==> config.mk <==
export PLATFORM = sky130hd
export DESIGN_NAME = romload_sink
export DESIGN_NICKNAME = d
export VERILOG_FILES = /design/src/rtl/romload_sink_pkg.sv /design/src/rtl/romload_fifo.sv /design/src/rtl/romload_sink.sv
export SDC_FILE = /design/constraint.sdc
export NUM_CORES = 1
export LEC_CHECK = 0
export ABC_AREA = 1
export BUFFER_PORTS_ARGS = -buffer_cell sky130_fd_sc_hd__buf_2
export CORE_AREA = 2 2 156 158
export DETAILED_ROUTE_END_ITERATION = 6
export DIE_AREA = 0 0 158 160
export PLACE_DENSITY = 0.82
export SLEW_MARGIN = 40
export SYNTH_ARGS = -nofsm -noshare
export SYNTH_HDL_FRONTEND = slang
export SYNTH_SLANG_ARGS = --single-unit
==> constraint.sdc <==
create_clock -name clk -period 3.3 [get_ports clk]
set_input_delay 0.165 -clock clk [delete_from_list [all_inputs] [get_ports clk]]
set_output_delay 0.165 -clock clk [all_outputs]
set_load 0.005 [all_outputs]
==> src/rtl/romload_sink_pkg.sv <==
// Shared load-mode encodings, FSM state type and the queued write-word layout for romload_sink.
package romload_sink_pkg;

  localparam logic [2:0] LOAD_IDLE = 3'd0;
  localparam logic [2:0] LOAD_ROM  = 3'd1;
  localparam logic [2:0] LOAD_CRAM = 3'd2;
  localparam logic [2:0] LOAD_CFG  = 3'd3;
  localparam logic [2:0] LOAD_BIOS = 3'd4;

  typedef enum logic [1:0] {
    StIdle,
    StLoad,
    StFlush
  } state_e;

  typedef struct packed {
    logic [22:0] addr;
    logic [15:0] data;
    logic [1:0]  be;
  } word_t;

  localparam int unsigned WordWidth = $bits(word_t);

  // Encodings above LOAD_BIOS are not real modes and behave as idle.
  function automatic logic [2:0] decode_mode(input logic [2:0] m);
    return (m > LOAD_BIOS) ? LOAD_IDLE : m;
  endfunction

endpackage

==> src/rtl/romload_fifo.sv <==
// Synchronous word FIFO with show-ahead read; push while full is accepted only alongside a pop.
module romload_fifo #(
  parameter int unsigned Depth = 4,
  parameter int unsigned Width = 41
) (
  input  logic             clk,
  input  logic             resetn,
  input  logic             push,
  input  logic [Width-1:0] wdata,
  input  logic             pop,
  output logic [Width-1:0] rdata,
  output logic             full,
  output logic             empty
);

  localparam int unsigned AW = (Depth > 1) ? $clog2(Depth) : 1;
  localparam logic [AW:0] FullCount = Depth[AW:0];

  logic [Width-1:0] mem_q [Depth];
  logic [AW-1:0]    wptr_q, rptr_q;
  logic [AW:0]      cnt_q;
  logic             do_push, do_pop;

  assign full    = (cnt_q == FullCount);
  assign empty   = (cnt_q == '0);
  assign do_pop  = pop && !empty;
  assign do_push = push && (!full || do_pop);
  assign rdata   = mem_q[rptr_q];

  always_ff @(posedge clk) begin
    if (!resetn) begin
      wptr_q <= '0;
      rptr_q <= '0;
      cnt_q  <= '0;
    end else begin
      if (do_push) wptr_q <= wptr_q + 1'b1;
      if (do_pop)  rptr_q <= rptr_q + 1'b1;
      if (do_push && !do_pop) begin
        cnt_q <= cnt_q + 1'b1;
      end else if (do_pop && !do_push) begin
        cnt_q <= cnt_q - 1'b1;
      end
    end
  end

  always_ff @(posedge clk) begin
    if (do_push) mem_q[wptr_q] <= wdata;
  end

endmodule

==> src/rtl/romload_sink.sv <==
// Byte-stream loader: packs bytes into 16-bit SDRAM writes, captures config words and
// (with ROMLOAD_HEADER_EN defined) the first 64 header bytes of a ROM load.
module romload_sink
  import romload_sink_pkg::*;
#(
  parameter int unsigned FIFO_DEPTH = 4,
  parameter logic [22:0] ROM_BASE   = 23'h000000,
  parameter logic [22:0] CRAM_BASE  = 23'h700000,
  parameter logic [22:0] BIOS_BASE  = 23'h680000
) (
  input  logic        clk,
  input  logic        resetn,
  input  logic [2:0]  rom_loading,
  input  logic [7:0]  rom_do,
  input  logic        rom_do_valid,
  output logic        mem_req,
  output logic [22:0] mem_addr,
  output logic [15:0] mem_wdata,
  output logic [1:0]  mem_be,
  input  logic        mem_ack,
  output logic [31:0] cfg,
  output logic [22:0] rom_size,
  output logic        load_done,
  output logic        overflow,
  input  logic [5:0]  hdr_addr,
  output logic [7:0]  hdr_data
);

  state_e      state_q, state_d;
  logic [2:0]  mode, cur_mode_q;
  logic [22:0] count_q, wr_addr_q, rom_size_q, base;
  logic [31:0] cfg_q;
  logic [7:0]  held_q;
  logic        odd_q, overflow_q, load_done_q;
  logic        enter_load, finish, byte_acc, push_req, drop;
  word_t       push_word, head;
  logic        fifo_full, fifo_empty, fifo_pop;

  assign mode     = decode_mode(rom_loading);
  assign byte_acc = (state_q == StLoad) && rom_do_valid;

  always_comb begin
    state_d    = state_q;
    enter_load = 1'b0;
    finish     = 1'b0;
    unique case (state_q)
      StIdle: begin
        if (mode != LOAD_IDLE) begin
          state_d    = StLoad;
          enter_load = 1'b1;
        end
      end
      StLoad: begin
        if (mode != cur_mode_q) state_d = StFlush;
      end
      StFlush: begin
        // mem_req mirrors FIFO non-empty, so an empty FIFO also means no write in flight.
        if (!odd_q && fifo_empty) begin
          state_d = StIdle;
          finish  = 1'b1;
        end
      end
      default: state_d = StIdle;
    endcase
  end

  always_ff @(posedge clk) begin
    if (!resetn) state_q <= StIdle;
    else         state_q <= state_d;
  end

  always_comb begin
    unique case (mode)
      LOAD_ROM:  base = ROM_BASE;
      LOAD_CRAM: base = CRAM_BASE;
      LOAD_BIOS: base = BIOS_BASE;
      default:   base = '0;
    endcase
  end

  always_comb begin
    push_req       = 1'b0;
    push_word.addr = wr_addr_q;
    push_word.data = {rom_do, held_q};
    push_word.be   = 2'b11;
    if (byte_acc && (cur_mode_q != LOAD_CFG) && odd_q) begin
      push_req = 1'b1;
    end else if ((state_q == StFlush) && odd_q) begin
      push_req       = 1'b1;
      push_word.data = {8'h00, held_q};
      push_word.be   = 2'b01;
    end
  end

  assign fifo_pop = !fifo_empty && mem_ack;
  assign drop     = push_req && fifo_full && !fifo_pop;

  always_ff @(posedge clk) begin
    if (!resetn) begin
      cur_mode_q  <= LOAD_IDLE;
      count_q     <= '0;
      wr_addr_q   <= '0;
      rom_size_q  <= '0;
      cfg_q       <= '0;
      held_q      <= '0;
      odd_q       <= 1'b0;
      overflow_q  <= 1'b0;
      load_done_q <= 1'b0;
    end else begin
      load_done_q <= finish;
      if (finish) rom_size_q <= count_q;
      if (enter_load) begin
        cur_mode_q <= mode;
        count_q    <= '0;
        odd_q      <= 1'b0;
        overflow_q <= 1'b0;
        wr_addr_q  <= {base[22:1], 1'b0};
        if (mode == LOAD_CFG) cfg_q <= '0;
      end else begin
        if (byte_acc) begin
          if (count_q != 23'h7FFFFF) count_q <= count_q + 23'd1;
          if (cur_mode_q == LOAD_CFG) begin
            cfg_q <= {cfg_q[23:0], rom_do};
          end else begin
            odd_q <= !odd_q;
            if (!odd_q) held_q <= rom_do;
          end
        end
        if ((state_q == StFlush) && odd_q) odd_q <= 1'b0;
        // Dropped words still consume their address slot.
        if (push_req) wr_addr_q <= wr_addr_q + 23'd2;
        if (drop)     overflow_q <= 1'b1;
      end
    end
  end

  romload_fifo #(
    .Depth (FIFO_DEPTH),
    .Width (WordWidth)
  ) u_fifo (
    .clk    (clk),
    .resetn (resetn),
    .push   (push_req),
    .wdata  (push_word),
    .pop    (fifo_pop),
    .rdata  (head),
    .full   (fifo_full),
    .empty  (fifo_empty)
  );

  // Outputs are zeroed while idle so stale FIFO contents never show on the bus.
  assign mem_req   = !fifo_empty;
  assign mem_addr  = fifo_empty ? '0 : head.addr;
  assign mem_wdata = fifo_empty ? '0 : head.data;
  assign mem_be    = fifo_empty ? '0 : head.be;
  assign cfg       = cfg_q;
  assign rom_size  = rom_size_q;
  assign load_done = load_done_q;
  assign overflow  = overflow_q;

`ifdef ROMLOAD_HEADER_EN
  logic [7:0] hdr_q [64];

  always_ff @(posedge clk) begin
    if (byte_acc && (cur_mode_q == LOAD_ROM) && (count_q < 23'd64)) begin
      hdr_q[count_q[5:0]] <= rom_do;
    end
  end

  assign hdr_data = hdr_q[hdr_addr];
`else
  logic unused_hdr_addr;
  assign unused_hdr_addr = ^hdr_addr;
  assign hdr_data        = 8'h00;
`endif

endmodule
==> results_dict.tcl <==
set metrics [dict create \
    dieHeight_um 160 \
    vias_per_cell 5.322 \
    maxSlewHeadroom 0.4468 \
    grt_pass1_wl_um 44280 \
    worstPathMaxFanout 14 \
    synth_common_cells "nor2_1, nand2_1, edfxtp_1" \
    netlist_instances 1305 \
    place_ws_ns 0.5910 \
    yosys_warnings 0 \
    synth_edf_count 156 \
    vias 9318 \
    post_dp_cell_area_um2 12670 \
    cts_made_buffers 27 \
    root_buffer "clkbuf_16" \
    setup_ws_ns 0.5883 \
    maxCapViolCount 0 \
    worstHoldPathType "input port to register" \
    antennaDiodeCount 0 \
    busiest_layer "met2" \
    final_cell_area_um2 13640 \
    cp_cell_sequence "inv_1 > nor2_1 > nand2_1 > nand2_1 > nand2_1 > inv_1 > ha_1 > inv_1 > fa_1 > a21oi_1 > o21ai_0 > o21ai_0 > a21oi_1" \
    instances_no_fill 1751 \
    cp_top_family "simple AND/OR/NAND/NOR gates" \
    clock_skew_ns 0.01409 \
    first_pass_iters 7 \
    cts_tree "built" \
    cts_setup_buffers 0 \
    syn_to_final_growth_pct 14.83 \
    yosysTopAreaCellShare 0.3944 \
    drtAntennaViolNets 0 \
    wl_per_cell_um 16.04 \
    end_kind "register" \
    design.core.area_um2 23820 \
    io_pins 128 \
    timing_worst_setup_path_type "register to register" \
    clk_latency_ns 0.54 \
    register_area_um2 7188 \
    cp.arrival_ns 3.13 \
    cts_sinks 281 \
    netlist_area_um2 11880 \
    tns_ns 0 \
    fp.dieW_um 158 \
    rsz0062_at_grt "no" \
    grt.overflow.total 0 \
    io_buffers 112 \
    critPathBufInv 3 \
    place_congestion 0.9073 \
    multi_input_area_um2 4048 \
    max_stage_delay_ns 0.39 \
    period_needed_ns 2.712 \
    fin_nets 1435 \
    ctsResizeCount 0 \
    p_per_area_nw_per_um2 630.2 \
    hold_slack_ns 0.02183 \
    synth_sequential_area_ratio 0.6051 \
    antenna_found_initial 1 \
    track_usage 0.2170 \
    worst_pin_slew_ns 0.8235 \
    ys_ff_latch 281 \
    synthDistinctLibCells 36 \
    hold_viol 0 \
    violations "DRC" \
    num_rows 57 \
    nFillCells 1998 \
    setup_viol 0 \
    initial_utilization 0.4986 \
    status "complete, but fails checks" \
    clk_pin_slew_worst_paths_ns 0.06 \
    htree_levels 1 \
    synth-async-reset-ratio 0 \
    grt_max_degree 79 \
    drc 2 \
    yosysMostFrequentCell "nor2_1" \
    die-area_um2 25280 \
    synth-main-ff-cell "edfxtp_1" \
    met2_usage 0.3773 \
    ir_drop_mv 0.3409 \
    dp_hpwl_um 17430 \
    drt-initial-drc-count 910 \
    slowest_stage "fa_1" \
    final_util 0.5726 \
    grt_use_met3 0.03256 \
    place_inst 1691 \
    fin_crit_sh 0.8217 \
    cp.required_ns 3.72 \
    grt_pass1_vias 8858 \
    clockBufferDepth 3 \
    p_leak_nw 5.131 \
    slew_violations 0 \
    synth_top_area_cell "edfxtp_1" \
    p_total_mw 8.596 \
    use_met1 0.2787 \
    synth_area_per_cell_um2 9.102 \
    fmax_ghz 0.3688 \
    drive_above_1_share 0.1388 \
    start_kind "register" \
    wirelength_um 28080 \
    synth.area.top_cells "edfxtp_1, dfxtp_1, nor2_1, nand2_1, a21oi_1" \
]
[sequential cells by signal, indices dropped and copies added, names as in the netlist, 2 cells and up, named ones only]
| name | cells |
|---|---|
| u_fifo.wptr_q | 2 |
| u_fifo.cnt_q | 3 |
| wr_addr_q | 22 |
| held_q | 8 |
| u_fifo.mem_q | 156 |
| u_fifo.rptr_q | 2 |
| cur_mode_q | 3 |
| count_q | 23 |
| state_q | 2 |
| cfg | 32 |
| rom_size | 23 |
[routing by layer]
metal	vias up	share of wire
met5	-	0.00046
met4	2	0.023
met1	4392	0.41
li1	4543	-
met3	53	0.064
met2	328	0.50
[kinds of logic after synthesis]
| family | Yosys count | share of synthesized area |
|---|---|---|
| AOI/OAI and AO/OA | 267 | 0.1157 |
| and+or+nand+nor | 571 | 0.1974 |
| other | 1 | 0.0003157 |
| DFF | 281 | 0.6051 |
| xor gates and xnor gates | 18 | 0.01327 |
| buffers and inverters | 159 | 0.05920 |
| adders and majority gates | 8 | 0.009059 |
[power breakdown]
group	switching [mW]	internal [mW]
logic	1.14	0.579
clock network	1.28	1.74
registers	0.0778	3.78
total	2.50	6.09
[timing repair]
action                                 4_1_cts  5_1_grt
setup endpoints to repair                    0        0
hold buffers                                 9        0
endpoints found under the hold margin       21        0
[placed cells by master (no fill, tap or decap), types with 2 or more instances in the layout]
cell type      netlist  final
nand3_1             85     85
dlygate4sd3_1        0      9
conb_1               1      9
clkinv_2             0      8
clkbuf_16            0     27
o22ai_1              2      2
clkinv_1             1      6
bufinv_16            0      3
ha_1                 7      7
nand2_1            184    184
buf_4               12     14
nor3b_1              2      2
nor2_2               2      2
buf_2               13    112
xor2_1              17     17
o21ai_0            115    115
nand2_2              5      5
a21oi_2              7      7
o21ai_1             10     10
dfxtp_1            125    124
buf_12               0      3
nor2_1             270    266
nand4_1              7      7
nor3_1               9      9
a21oi_1            130    130
inv_2                4      3
nor2_4               3      7
clkbuf_1            33      5
inv_1               80     80
edfxtp_1           156    156
[worst register-to-register path, cell delays in order, from the launching register on]
cell     delay [ns]
dfxtp_1        0.32
inv_1          0.05
nor2_1         0.15
nand2_1        0.29
nand2_1        0.21
nand2_1        0.29
inv_1          0.21
ha_1           0.16
inv_1          0.06
fa_1           0.39
a21oi_1        0.14
o21ai_0        0.11
o21ai_0        0.15
a21oi_1        0.05
[path summary, 6_finish.rpt]
| kind | from | endpoint | slack, ns | cells past startpoint |
|---|---|---|---|---|
| worst min-delay path | rom_loading[1] | cur_mode_q[2] | 0.02 | 4 |
| worst max register to register | state_q[1] | u_fifo.cnt_q[2] | 0.59 | 13 |
| worst max-delay path | state_q[1] | u_fifo.cnt_q[2] | 0.59 | 13 |
| worst min register to register | overflow | overflow | 0.47 | 2 |
[final cells by class]
| class | instances | area share |
|---|---|---|
| clock buffer | 32 | 0.05091 |
| clock inverter | 18 | 0.01220 |
| inverter | 85 | 0.02358 |
| multi-input combinational | 873 | 0.2968 |
| sequential | 281 | 0.5270 |
| tap | 324 | 0.02972 |
| timing repair buffer | 138 | 0.05981 |
Note: power is estimated with default switching activity, not from simulation.
